`src/rtl/imem_fetch_unit.sv`:
```
// Instruction fetch initiator: issues word-aligned reads, counts in-flight reads, and buffers {inst, pc} for decode.
// Optional IMEM_FETCH_MISALIGN_EN: a misaligned redirect halts fetch and queues a single misaligned-fetch marker.
module imem_fetch_unit #(
    parameter logic [31:0] RESET_ADDR = 32'h0,
    parameter int          DEPTH      = 4
) (
    input  logic        i_clk,
    input  logic        i_rst,
    input  logic        i_imem_ready,
    output logic [31:0] o_imem_raddr,
    output logic        o_imem_ren,
    input  logic        i_imem_valid,
    input  logic [31:0] i_imem_rdata,
    output logic        o_inst_valid,
    output logic [31:0] o_inst,
    output logic [31:0] o_inst_pc,
    output logic        o_inst_misaligned,
    input  logic        i_inst_ready,
    input  logic        i_redirect,
    input  logic [31:0] i_redirect_pc
);

`ifdef IMEM_FETCH_MISALIGN_EN
    localparam bit MIS_EN = 1'b1;
`else
    localparam bit MIS_EN = 1'b0;
`endif

    localparam int PW = $clog2(DEPTH);
    localparam int CW = $clog2(DEPTH + 1);

    logic [31:0]   fetch_pc;
    logic [31:0]   resp_pc;
    logic [CW-1:0] inflight;
    logic [CW-1:0] drop;
    logic [CW-1:0] count;
    logic [PW-1:0] wptr;
    logic [PW-1:0] rptr;
    logic          halted;
    logic          mis_pending;
    logic [31:0]   mis_pc;

    logic [31:0] fifo_inst [DEPTH];
    logic [31:0] fifo_pc   [DEPTH];
    logic        fifo_mis  [DEPTH];

    logic        credit_ok;
    logic        issue;
    logic        resp;
    logic        resp_keep;
    logic        push;
    logic        pop;
    logic        redirect_mis;
    logic [31:0] redirect_aligned;
    logic [31:0] push_inst;
    logic [31:0] push_pc;

    // Handshakes: a memory request transfers on a cycle where o_imem_ren && i_imem_ready;
    // a response transfers on any cycle with i_imem_valid (no backpressure, in request order);
    // a decode transfer happens when o_inst_valid && i_inst_ready. A redirect suppresses
    // the request and the decode transfer of its own cycle.
    assign credit_ok = ((CW + 1)'(count) + (CW + 1)'(inflight)) < (CW + 1)'(DEPTH);
    assign o_imem_ren   = !i_rst && !i_redirect && credit_ok && !halted;
    assign o_imem_raddr = fetch_pc;

    assign issue     = o_imem_ren && i_imem_ready;
    assign resp      = i_imem_valid && (inflight != '0);
    assign resp_keep = resp && (drop == '0) && !i_redirect;
    assign push      = (resp_keep || mis_pending) && !i_redirect;
    assign pop       = o_inst_valid && i_inst_ready && !i_redirect;

    assign redirect_mis     = MIS_EN && (i_redirect_pc[1:0] != 2'b00);
    assign redirect_aligned = {i_redirect_pc[31:2], 2'b00};

    // The marker slot is only ever used right after a flush, so no response competes with it.
    assign push_inst = mis_pending ? 32'h0 : i_imem_rdata;
    assign push_pc   = mis_pending ? mis_pc : resp_pc;

    always_ff @(posedge i_clk) begin
        if (i_rst) begin
            fetch_pc <= RESET_ADDR;
            resp_pc  <= RESET_ADDR;
            inflight <= '0;
            drop     <= '0;
            count    <= '0;
            wptr     <= '0;
            rptr     <= '0;
        end else if (i_redirect) begin
            fetch_pc <= redirect_aligned;
            resp_pc  <= redirect_aligned;
            // Everything still outstanding after this cycle's response belongs to the old stream.
            inflight <= inflight - CW'(resp);
            drop     <= inflight - CW'(resp);
            count    <= '0;
            wptr     <= '0;
            rptr     <= '0;
        end else begin
            if (issue) begin
                fetch_pc <= fetch_pc + 32'd4;
            end
            inflight <= inflight + CW'(issue) - CW'(resp);
            if (resp && (drop != '0)) begin
                drop <= drop - CW'(1);
            end
            if (resp_keep) begin
                resp_pc <= resp_pc + 32'd4;
            end
            if (push) begin
                wptr <= wptr + PW'(1);
            end
            if (pop) begin
                rptr <= rptr + PW'(1);
            end
            count <= count + CW'(push) - CW'(pop);
        end
    end

    always_ff @(posedge i_clk) begin
        if (i_rst) begin
            halted      <= 1'b0;
            mis_pending <= 1'b0;
            mis_pc      <= RESET_ADDR;
        end else if (i_redirect) begin
            halted      <= redirect_mis;
            mis_pending <= redirect_mis;
            mis_pc      <= i_redirect_pc;
        end else begin
            mis_pending <= 1'b0;
        end
    end

    always_ff @(posedge i_clk) begin
        if (push) begin
            fifo_inst[wptr] <= push_inst;
            fifo_pc[wptr]   <= push_pc;
            fifo_mis[wptr]  <= mis_pending;
        end
    end

    assign o_inst_valid      = (count != '0);
    assign o_inst            = o_inst_valid ? fifo_inst[rptr] : 32'h0;
    assign o_inst_pc         = o_inst_valid ? fifo_pc[rptr] : 32'h0;
    assign o_inst_misaligned = MIS_EN && o_inst_valid && fifo_mis[rptr];

endmodule

```
`config.mk`:
```
export PLATFORM = sky130hd
export DESIGN_NAME = imem_fetch_unit
export DESIGN_NICKNAME = d
export VERILOG_FILES = /design/src/rtl/imem_fetch_unit.sv
export SDC_FILE = /design/constraint.sdc
export NUM_CORES = 1
export LEC_CHECK = 0
export ABC_AREA = 1
export BUFFER_PORTS_ARGS = -buffer_cell sky130_fd_sc_hd__buf_2
export CELL_PAD_IN_SITES_DETAIL_PLACEMENT = 0
export CELL_PAD_IN_SITES_GLOBAL_PLACEMENT = 1
export CORE_MARGIN = 3
export CORE_UTILIZATION = 45
export DETAILED_ROUTE_END_ITERATION = 8
export GPL_ROUTABILITY_DRIVEN = 0
export GPL_TIMING_DRIVEN = 0
export PLACE_DENSITY_LB_ADDON = 0.1
export SETUP_SLACK_MARGIN = 0.1
export SKIP_CTS_REPAIR_TIMING = 1
export SLEW_MARGIN = 20
export SYNTH_ARGS = -nofsm -noshare
export SYNTH_HDL_FRONTEND = slang
export SYNTH_SLANG_ARGS = --single-unit
```
`constraint.sdc`:
```
create_clock -name i_clk -period 4.7 [get_ports i_clk]
set_input_delay 0.705 -clock i_clk [delete_from_list [all_inputs] [get_ports i_clk]]
set_output_delay 0.705 -clock i_clk [all_outputs]
set_load 0.02 [all_outputs]
```
==> flow_summary.json <==
{
  "run_status": "complete, no violations",
  "synth_most_common_cell": "nor2_1",
  "dr_total_vias": 11305,
  "ff2ff_setup_slack_ps": 1710,
  "dr_wl_met3_um": 2293,
  "ir_worst_vdd_mv": 0.2146,
  "grt_pass1_wl_um": 61800,
  "routed_wl_um": 40360,
  "antennaDiodeCount": 0,
  "cts_tree": "done",
  "dr.pass1.iters": 5,
  "ios": 169,
  "design_area_um2": 17110,
  "yosysUniqueCellTypes": 37,
  "clkTransAtPathRegs_ps": 60,
  "synth_edf_count": 248,
  "synth_top_cells_by_count": "nor2_1, edfxtp_1, nand2_1",
  "finalNetCount": 1823,
  "grt_max_degree": 24,
  "syn_area_um2": 14440,
  "cts_buffer_depth": 3,
  "cp-end-kind": "primary output",
  "hold_path.startpoint": "i_imem_rdata[2]",
  "path_class": "flop to primary output",
  "drive_above_1_share_pct": 15.65,
  "drc": 0,
  "via_per_inst": 5.251,
  "portBuffers": 160,
  "async_reset_ff_share_pct": 0,
  "max_slew_margin_pct": 33.75,
  "worstHoldPathCells": 1,
  "wl_met2_um": 19600,
  "start_util_pct": 46.48,
  "synthTopCellsByArea": "edfxtp_1, dfxtp_1, nor2_1",
  "reg2reg_depth": 14,
  "dp_hpwl_um": 28400,
  "die_y_um": 185.2,
  "tightest_slew_ps": 988.3,
  "drtAntennaViolNets": 0,
  "groute.usage.overall_pct": 23.50,
  "crit_arrival_ps": 2630,
  "wl_per_cell_um": 18.75,
  "finalSetupViolations": 0,
  "fillers": 2850,
  "core_area_um2": 31070,
  "cts_root_buf": "clkbuf_16",
  "min_path_type": "input port to flop",
  "rsz0062_at_grt": "no",
  "power.leakage_nw": 6.561,
  "clk-insertion-delay-late_ps": 510,
  "synth_cells": 1523,
  "grt_pass1_vias": 10934,
  "syn_area_per_cell_um2": 9.483,
  "drt_iter0_drc": 709,
  "die_w_um": 185.2,
  "hold_viol": 0,
  "cp.required_ps": 3990,
  "max_freq_mhz": 300.0,
  "synth_seq_cells": 323,
  "powerDensity_nw_per_um2": 388.3,
  "reg2reg_from": "inflight[2]",
  "grt_overflow": 0,
  "final.min_clock_period_ps": 3334,
  "ys.flop_type": "edfxtp_1",
  "dpl_cell_area_um2": 16060,
  "fin_util_pct": 55.06,
  "dieArea_um2": 34280,
  "drv_cap": 0,
  "ys_seq_area_share_pct": 61.96,
  "yosys.area.top_type": "edfxtp_1",
  "clock-sinks": 323,
  "multi_input_area_um2": 4867,
  "cp-start-kind": "flop",
  "cts_buffers": 35,
  "dr.max_layer_used": "met5",
  "rows": 64,
  "skew_ps": 23.88,
  "r2r_end": "inflight[2]",
  "post-route-period-util_pct": 70.93,
  "yosys_warnings": 0,
  "critPathMaxFanout": 10,
  "wl_met1_um": 17340,
  "cts_max_level": 2,
  "holdPathEnd": "fifo_inst[1][2]",
  "syn_to_final_growth_pct": 18.44,
  "antenna_found_initial": 1,
  "final-max-slew-violation-count": 0,
  "seqCellArea_um2": 8949,
  "synth_top_cell_area_share_pct": 51.56
}
==> through the flow <==
| step | setup WS, ps | total power, mW | hold slack (ps) | TNS, ps | instances |
|---|---|---|---|---|---|
| after floorplan | 569.6 | 3.840 | 436.4 | 0 | 1527 |
| after global placement | -1736 | 4.107 | 456.1 | -418670 | 2083 |
| after detailed placement | 1448 | 4.144 | 458.5 | 0 | 2094 |
| after CTS | 1263 | 6.688 | 394.0 | 0 | 2153 |
| after global routing | 1160 | 6.911 | 402.6 | 0 | 2153 |
| final | 1366 | 6.642 | 418.4 | 0 | 2153 |
==> worst max path at each step <==
| stage | startpoint | to | slack, ps | cells past startpoint |
|---|---|---|---|---|
| 3_3_place_gp | i_imem_valid | fifo_inst[1][25] | -1740 | 5 |
| 3_5_place_dp | i_rst | inflight[2] | 1450 | 14 |
| 2_1_floorplan | i_imem_valid | fifo_inst[0][0] | 570 | 4 |
| 4_1_cts | count[2] | o_inst_pc[12] | 1260 | 4 |
| 5_1_grt | flop | o_inst_pc[12] | 1160 | 7 |
| 6_report | flop | o_inst_pc[14] | 1370 | 7 |
==> cell families after synthesis <==
| family | Yosys count | synth area share (%) |
|---|---|---|
| other | 1 | 0.02596 |
| xor gates and xnor gates | 19 | 1.152 |
| buffers and inverters | 160 | 4.652 |
| and+or+nand+nor | 687 | 19.41 |
| DFF | 323 | 61.96 |
| adders and majority gates | 18 | 1.663 |
| AOI/OAI and AO/OA | 315 | 11.13 |
==> state kept, by name, indices dropped and copies added (netlist names), named ones only <==
name	cells
drop	3
o_imem_raddr	30
count	3
rptr	2
fifo_inst	128
fifo_pc	120
wptr	2
resp_pc	30
inflight	3
==> layer usage <==
layer | global-route usage (%) | vias to the layer above
li1 | - | 5571
met1 | 31.21 | 5320
met2 | 40.04 | 331
met3 | 3.515 | 81
met4 | 7.263 | 2
met5 | 0 | -
==> cell usage in the layout, fill, tap and decap left out, types with 2 or more instances in the layout <==
master / instances
a21oi_1: 128
a31oi_1: 9
and2_1: 2
buf_1: 5
buf_12: 4
buf_16: 7
buf_2: 174
buf_4: 8
buf_6: 3
clkbuf_1: 51
clkbuf_16: 37
clkinv_1: 2
clkinv_2: 9
conb_1: 5
dfxtp_1: 75
edfxtp_1: 248
fa_1: 2
ha_1: 16
inv_1: 82
inv_2: 6
nand2_1: 239
nand2_2: 3
nand2_4: 2
nand3_1: 58
nand3b_1: 9
nand4_1: 8
nor2_1: 347
nor2_2: 6
nor2_4: 8
o211ai_1: 2
o21ai_0: 167
o21ai_1: 2
o21bai_1: 3
o22ai_1: 3
or2_2: 2
xnor2_1: 9
xor2_1: 10
==> report_power, final <==
| group | switching (mW) | total (mW) | internal, mW |
|---|---|---|---|
| logic | 0.489 | 0.735 | 0.246 |
| clock network | 1.07 | 2.56 | 1.49 |
| registers | 0.117 | 3.35 | 3.23 |
==> worst max-delay path, cell delays in order (launching register included) <==
cell and delay (ps):
dfxtp_1 320, buf_2 200, inv_2 170, buf_2 270
clkbuf_1 500, o21ai_0 190, a21oi_1 250, buf_2 220
==> cell type report <==
| type | count | share of cell area [%] |
|---|---|---|
| buffer | 71 | 1.968 |
| clock buffer | 47 | 5.632 |
| clock inverter | 12 | 0.5047 |
| inverter | 89 | 1.960 |
| multi-input combinational | 1044 | 28.45 |
| sequential | 323 | 52.31 |
| tap | 396 | 2.896 |
| timing repair buffer | 171 | 6.276 |
(Power assumes the default switching activity.)
